`src/rtl/reg_readback.sv`:
```
// reg_readback: walks the register bank one-hot, captures each word off the shared bus
// and hands it out over a valid/ready handshake, framed by Busy and a one-cycle Done.
module reg_readback #(
  parameter int DATA_W   = 16,
  parameter int NUM_REGS = 8,
  parameter int IDX_W    = 3
) (
  input  logic                Clock,
  input  logic                Resetn,
  input  logic                Start,
  input  logic                Abort,
  input  logic [DATA_W-1:0]   BusIn,
  input  logic                DReady,
  output logic [NUM_REGS-1:0] RegSel,
  output logic [DATA_W-1:0]   DOut,
  output logic [IDX_W-1:0]    DIdx,
  output logic                DValid,
  output logic                Busy,
  output logic                Done
);
  typedef enum logic [1:0] {IDLE, SEL, PRES, FIN} state_t;
  localparam logic [NUM_REGS-1:0] ONE  = NUM_REGS'(1);
  localparam logic [IDX_W-1:0]    LAST = IDX_W'(NUM_REGS - 1);
  state_t           state;
  logic [IDX_W-1:0] idx;
  logic [IDX_W-1:0] nxt;
  assign nxt = idx + 1'b1;
  always_ff @(posedge Clock or negedge Resetn) begin
    if (!Resetn) begin
      state  <= IDLE;
      idx    <= '0;
      RegSel <= '0;
      DOut   <= '0;
      DIdx   <= '0;
      DValid <= 1'b0;
      Busy   <= 1'b0;
      Done   <= 1'b0;
    end else if (Abort && state != IDLE) begin
      // abort wins over a same-cycle handshake: the presented word counts as not taken
      state  <= IDLE;
      idx    <= '0;
      RegSel <= '0;
      DValid <= 1'b0;
      Busy   <= 1'b0;
      Done   <= 1'b0;
    end else begin
      case (state)
        IDLE: if (Start) begin
          state  <= SEL;
          idx    <= '0;
          RegSel <= ONE;
          Busy   <= 1'b1;
        end
        SEL: begin
          DOut   <= BusIn;
          DIdx   <= idx;
          DValid <= 1'b1;
          RegSel <= '0;
          state  <= PRES;
        end
        PRES: if (DReady) begin
          DValid <= 1'b0;
          if (idx == LAST) begin
            Done  <= 1'b1;
            state <= FIN;
          end else begin
            idx    <= nxt;
            RegSel <= ONE << nxt;
            state  <= SEL;
          end
        end
        FIN: begin
          state <= IDLE;
          idx   <= '0;
          Done  <= 1'b0;
          Busy  <= 1'b0;
        end
        default: state <= IDLE;
      endcase
    end
  end
endmodule

```
`config.mk`:
```
export PLATFORM = sky130hd
export DESIGN_NAME = reg_readback
export DESIGN_NICKNAME = d
export VERILOG_FILES = /design/src/rtl/reg_readback.sv
export SDC_FILE = /design/constraint.sdc
export NUM_CORES = 1
export LEC_CHECK = 0
export CORE_MARGIN = 2
export CORE_UTILIZATION = 31
export DETAILED_ROUTE_END_ITERATION = 10
export SLEW_MARGIN = 20
export SYNTH_ARGS = -nofsm -noshare
export SYNTH_HDL_FRONTEND = slang
export SYNTH_SLANG_ARGS = --single-unit
export TNS_END_PERCENT = 50
```
`constraint.sdc`:
```
create_clock -name Clock -period 1.7 [get_ports Clock]
set_clock_uncertainty 0.1 [all_clocks]
set_input_delay 0.255 -clock Clock [delete_from_list [all_inputs] [get_ports Clock]]
set_output_delay 0.255 -clock Clock [all_outputs]
set_load 0.02 [all_outputs]
```
==> run summary, run 1 <==
====================================================================================
Met3 usage                                                                    0.0328
Final layout net count                                                           259
Number of placement rows                                                          27
Overflow after GRT                                                                 0
Cells after Synth                                                                149
Post-synthesis instance area                                             0.00177 mm²
Routing usage on met1                                                          0.168
Power density relative to cell area                                      1670 mW/mm²
Most frequent cells in the layout                                       49 x clkdlybuf4s50_1, 35 x dfrtp_1, 24 x buf_4, 16 x mux2_2, 12 x inv_1
Detail-routed via count per cell                                                4.53
Weighted congestion at the end of routability-driven global placement          0.754
FMAX                                                                         571 MHz
Status                                                                  finished with violations
Most common library cell in the layout ignoring fill and taps           clkdlybuf4s50_1
Minimum period implied by the final worst setup slack                        1.75 ns
Top flip-flop cell by instance count after synthesis                         dfrtp_1
Final routed wirelength across all metal layers                              3730 µm
Skew-Pair Late Insertion Delay                                               0.28 ns
Fraction of layout instances using a drive strength above 1                    0.306
First-pass GRT wire length                                                   6250 µm
Die H                                                                        79.5 µm
Final hold slack                                                            0.354 ns
Max clock buf depth                                                                2
Max_slew headroom                                                              0.769
Critical path required time                                                  1.76 ns
Area overhead of the layout relative to synthesis                              53.8%
Number of routed nets with antenna violations                                      0
Deepest level of the CTS H-tree                                                    2
Diodes inserted                                                                    0
Clock slew seen by the registers of the worst setup and hold paths           0.07 ns
Average cell area after synthesis                                           11.9 µm²
Critical-path maximum fanout                                                       9
Synthesis warning total                                                            0
Total placed instance area                                               0.00257 mm²
Vias post-DR                                                                   1,365
Proportion of netlist area held by the largest area contributor                0.495
Post-route cell area                                                     0.00272 mm²
HP Class                                                                input port to asynchronous set/reset pin
Global-route layer with the greatest usage                                      met2
Static power due to leakage                                                  1.17 nW
Count of final setup violators                                                     3
Number of max-capacitance violations reported                                      0
Via count of the first global-routing pass                                     1,325
Nature of the critical path startpoint                                      register
Post-Synthesis Net Count                                                         180
Detailed-router iteration count before antenna repair                              4
Pre-CTS WS                                                                 -0.108 ns
Post-CTS setup buffer count                                                        0
EDFF count, synth                                                                  0
WS Path Type                                                            register to register
Largest net degree at the start of global routing                                 36
GRT Overall Usage                                                              0.126
Violated checks                                                         setup timing
CTS root buf                                                                clkbuf_8
Peak ir drop on the vdd network                                             0.765 mV
Number of design rule violations left after detail routing                         0
Final critical-path share of the clock period                                   1.03
Area enclosed by the die boundary                                        0.00633 mm²
Final critical-path setup slack                                           -0.0522 ns
First DRT Iteration DRCs                                                          73
Port Buffers                                                                      50
Netlist cell types                                                                40
Critical path endpoint category                                             register
Slew at the pin closest to its max-slew limit                               0.337 ns
Synth area leader                                                            dfrtp_1
Clock tree sinks                                                                  35
Number of hold-slack violations in the final timing report                         0
Sequential-to-total area share from yosys stat                                 0.495
Initial standard-cell utilization of the core                                  0.321
Cts bufs inserted                                                                  5
RSZ-0062 raised after global routing                                            true
Filler instances                                                                 506
Post-detail-place hpwl                                                       2740 µm
Core Footprint                                                           0.00551 mm²
Die width                                                                    79.5 µm
Antenna violations before repair                                                   0
Proportion of synthesized flip-flops having asynchronous set or reset           1.00
Largest cells by area after synthesis                                   dfrtp_1 50%, mux2_2 10%, ha_1 7.1%
Final routed wire length divided by cell count                               12.4 µm
Number of register bits inferred by synthesis                                     35
# IOs                                                                             51
TritonCTS clock tree                                                            done
Max-slew violation count                                                           0
Met2 usage in global routing                                                   0.198
Crit path DAT                                                                1.81 ns
====================================================================================
cell type report:
cell class	count	area, µm²	area share
sequential	35	876	0.322
multi-input combinational	94	873	0.321
timing repair buffer	79	748	0.275
tap	72	90.1	0.0331
clock buffer	6	72.6	0.0267
inverter	13	48.8	0.0179
clock inverter	2	12.5	0.00460
final timing paths:
path / start / end / slack, ns / depth (start not counted)
setup / recovery: idx[1] / RegSel[0] / -0.05 / 7
hold / removal: Resetn / RegSel[0] / 0.35 / 3
setup reg to reg: idx[1] / RegSel[0] / -0.05 / 7
hold reg to reg: DIdx[0] / DIdx[0] / 0.39 / 2
max in group asynchronous: Resetn / DValid / 0.95 / 3
min in group Clock: DIdx[0] / DIdx[0] / 0.39 / 2
critical path, cell delays in order (launching register included):
cell,delay (ns)
dfrtp_1,0.39
ha_2,0.21
ha_4,0.16
nand2b_4,0.16
a21boi_4,0.22
buf_6,0.16
o31ai_1,0.07
nand3b_1,0.16
cell usage after synthesis, drive strengths merged, types with 2 or more instances:
cell / n
mux2: 18
inv: 13
mux2i: 5
nor2: 5
a21oi: 4
nor2b: 2
clkbuf: 3
nand3b: 2
nand2b: 4
buf: 4
nor3b: 2
ha: 10
nand2: 8
nand3: 3
o21ai: 11
o2111ai: 6
dfrtp: 35
sequential cells by signal, indices dropped and copies added (netlist names):
name    cells
Done        1
DIdx        3
idx         3
DOut       16
state       2
DValid      1
RegSel      8
Busy        1
metal layers:
metal	wire, µm	share of wire
met4	27	0.0072
met3	187	0.050
met1	1790	0.48
met5	0	0
met2	1730	0.46
metrics by stage:
step / utilization / setup TNS [ns] / instances / total power [mW]
6_report: 0.494 / -0.122 / 301 / 4.55
5_1_grt: 0.494 / -0.985 / 301 / 4.89
4_1_cts: 0.489 / -0.136 / 301 / 4.55
3_5_place_dp: 0.467 / -1.71 / 292 / 3.89
3_3_place_gp: 0.467 / -1.15 / 292 / 3.86
2_1_floorplan: - / -0.139 / 149 / 2.80
logic make-up after synthesis:
family	share of synthesized area
compound gates	0.130
fa+ha+maj	0.0707
buf+inv	0.0601
mux	0.147
flops	0.495
simple gates	0.0969
what timing repair did:
item                                    4_1_cts  5_1_grt
gates resized for setup                       4        8
hold buffers                                  1        0
pin swaps                                     1        0
hold endpoints to repair                     35        0
endpoints found under the setup margin       21       20
report_power, final:
| group | internal [mW] | total (mW) | leakage (nW) | switching (mW) |
|---|---|---|---|---|
| Sequential | 1.14 | 1.30 | 0.443 | 0.155 |
| Combinational | 1.42 | 2.66 | 0.688 | 1.25 |
| Clock | 0.286 | 0.585 | 0.0412 | 0.299 |
| Total | 2.85 | 4.55 | 1.17 | 1.70 |
Power figures use the tool's default switching activity.
==> run 2: changes to the inputs <==
clock period = 2 ns   (was 1.7 ns; I/O delays follow)
==> run 2 against run 1 <==
The flow now finishes without violations. Design area shrank 6.3%. Non-clock buffer count decreased by 14. Largest power group unchanged. Utilization down 3.1 points. Flip-flop and latch count is the same. Combinational power down 24%. Final cell count shrank 4.7%. Highest routed layer unchanged.
==> run summary, run 2 (synthesis gave the netlist of run 1 again) <==
====================================================================================
Die width                                                                    79.5 µm   unchanged
Antenna violations before repair                                                   0   unchanged
Met2 usage in global routing                                                   0.192   -0.00672
Net switching fraction of the power                                            0.379   +0.00477
Most common library cell in the layout ignoring fill and taps           clkdlybuf4s50_1
Detailed-router iteration count before antenna repair                              4   unchanged
Final critical-path setup slack                                             0.128 ns   +0.180 ns
Area overhead of the layout relative to synthesis                              44.1%
Power density relative to cell area                                      1430 mW/mm²   -15%
Static power due to leakage                                                  1.09 nW   -6.6%
Final critical-path share of the clock period                                  0.936   -0.0947
Routing usage on met1                                                          0.165   -0.00310
Final routed wirelength across all metal layers                              3550 µm   -4.7%
Clock slew seen by the registers of the worst setup and hold paths           0.07 ns   about the same
Cts bufs inserted                                                                  5   unchanged
Biggest registers after layout                                          DOut: 16 flops, RegSel: 8 flops
Number of hold-slack violations in the final timing report                         0   unchanged
Max clock buf depth                                                                2   unchanged
CTS root buf                                                                clkbuf_8
Hold Path Origin                                                             DIdx[1]
Fraction of layout instances using a drive strength above 1                    0.219   -0.0871
Area enclosed by the die boundary                                        0.00633 mm²   unchanged
Switching power summed over all nets                                         1.38 mW   -19%
Clock tree sinks                                                                  35   unchanged
Cell internal pwr                                                            2.26 mW   -21%
First-pass GRT wire length                                                   6130 µm   -2.0%
Crit path DAT                                                                1.94 ns   +0.13 ns
Max-slew violation count                                                           0   unchanged
Post-layout power                                                            3.64 mW   -20%
Final routed wire length divided by cell count                               12.4 µm   -0.10%
Global-route layer with the greatest usage                                      met2
RSZ-0062 raised after global routing                                           false
HP Class                                                                register to register
Minimum period implied by the final worst setup slack                        1.87 ns   +0.120 ns
First element of the critical path                                            idx[0]
Number of max-capacitance violations reported                                      0   unchanged
Number of flip-flops under the largest register name                              16   unchanged
Final hold slack                                                            0.384 ns   +0.0301 ns
Port Buffers                                                                      50   unchanged
Max_slew headroom                                                              0.753   -0.0162
Core Footprint                                                           0.00551 mm²   unchanged
Overflow after GRT                                                                 0   unchanged
Count of final setup violators                                                     0   -3
Share of total power in combinational logic                                    0.559   -0.027
Slew at the pin closest to its max-slew limit                               0.370 ns   +0.0331 ns
Filler instances                                                                 528   +4.3%
Pre-CTS WS                                                                 0.0572 ns   +0.165 ns
TritonCTS clock tree                                                            done
Clock power share                                                              0.135   +0.006
Initial standard-cell utilization of the core                                  0.321   unchanged
Largest net degree at the start of global routing                                 36   unchanged
Total placed instance area                                               0.00241 mm²   -6.1%
Detail-routed via count per cell                                                4.61   +1.7%
Critical-path maximum fanout                                                       5   -4
Most frequent cells in the layout                                       49 x clkdlybuf4s50_1, 35 x dfrtp_1, 16 x mux2_2, 13 x inv_1, 11 x buf_4
Register with the most flip-flops                                               DOut
Critical path endpoint category                                             register
Beginning of the worst register-to-register path                              idx[0]
Die H                                                                        79.5 µm   unchanged
Post-detail-place hpwl                                                       2570 µm   -6.2%
Part of the power in registers                                                 0.306   +0.020
Post-route cell area                                                     0.00255 mm²   -6.3%
Peak ir drop on the vdd network                                             0.667 mV   -13%
Met3 usage                                                                    0.0351   +0.00226
Number of placement rows                                                          27   unchanged
Weighted congestion at the end of routability-driven global placement          0.770   +2.1%
Vias post-DR                                                                   1,324   -3.0%
Skew-Pair Late Insertion Delay                                               0.28 ns   about the same
First DRT Iteration DRCs                                                          67   -8.2%
Nature of the critical path startpoint                                      register
Number of routed nets with antenna violations                                      0   unchanged
Deepest level of the CTS H-tree                                                    2   unchanged
Via count of the first global-routing pass                                     1,352   +2.0%
Final layout net count                                                           245   -5.4%
GRT Overall Usage                                                              0.123   -0.00318
# IOs                                                                             51   unchanged
WS Path Type                                                            register to register
Total Neg Setup Slack                                                           0 ns   +0.122 ns
Number of design rule violations left after detail routing                         0   unchanged
Status                                                                     completed
FMAX                                                                         534 MHz   -6.4%
Diodes inserted                                                                    0   unchanged
Critical path required time                                                  2.07 ns   +0.31 ns
====================================================================================
## run 2: area by class of cell
cell class / instances / area (µm²) / area share
clock inverter: 2 / 12.5 / 0.00491
sequential: 35 / 876 / 0.343
clock buffer: 6 / 72.6 / 0.0285
multi-input combinational: 94 / 811 / 0.318
tap: 72 / 90.1 / 0.0353
timing repair buffer: 65 / 639 / 0.251
inverter: 13 / 48.8 / 0.0191
## run 2: worst max-delay path: stages (launching register included)
cell and delay (ns):
dfrtp_1 0.41, ha_1 0.22, ha_1 0.21, nand2b_4 0.18, a21oi_4 0.24, o21ai_2 0.10
mux2_4 0.30
## run 2: path summary, 6_finish.rpt
check / end / slack, ns / cells past startpoint
min in group asynchronous: state[0] / 0.41 / 3
worst max-delay path: idx[2] / 0.13 / 6
worst min-delay path: DIdx[1] / 0.38 / 2
worst max register to register: idx[2] / 0.13 / 6
max in group asynchronous: idx[1] / 1.20 / 3
worst min register to register: DIdx[1] / 0.38 / 2
## run 2: layer usage
metal / wire length, µm / vias to the layer above
met5: 0 / -
met4: 42 / 0
met3: 209 / 7
met2: 1610 / 32
met1: 1690 / 631
li1: - / 654
## run 2: stage by stage
step | util | cells
global route | 0.463 | 287
finish | 0.463 | 287
floorplan | - | 149
global placement | 0.438 | 276
CTS | 0.455 | 285
detailed placement | 0.438 | 276
## run 2: power by group through the flow
stage / registers (mW) / logic (mW) / clock network [mW]
global route: 1.15 / 2.22 / 0.555
floorplan: 1.41 / 0.904 / 0
global placement: 1.12 / 1.98 / 0
finish: 1.11 / 2.03 / 0.492
CTS: 1.12 / 1.99 / 0.517
detailed placement: 1.13 / 1.98 / 0
## run 2: repair_timing
action | 4_1_cts | 5_1_grt
setup buffers | 0 | 2
hold buffers | 1 | 0
endpoints found under the hold margin | 35 | 0
resized for setup | 0 | 5
endpoints found under the setup margin | 0 | 7
==> run 3: changes to the inputs <==
CTS_CLUSTER_SIZE = 12   (was default)
==> results of run 3 <==
Final layout, timing and power as in run 2 (identical DEF).
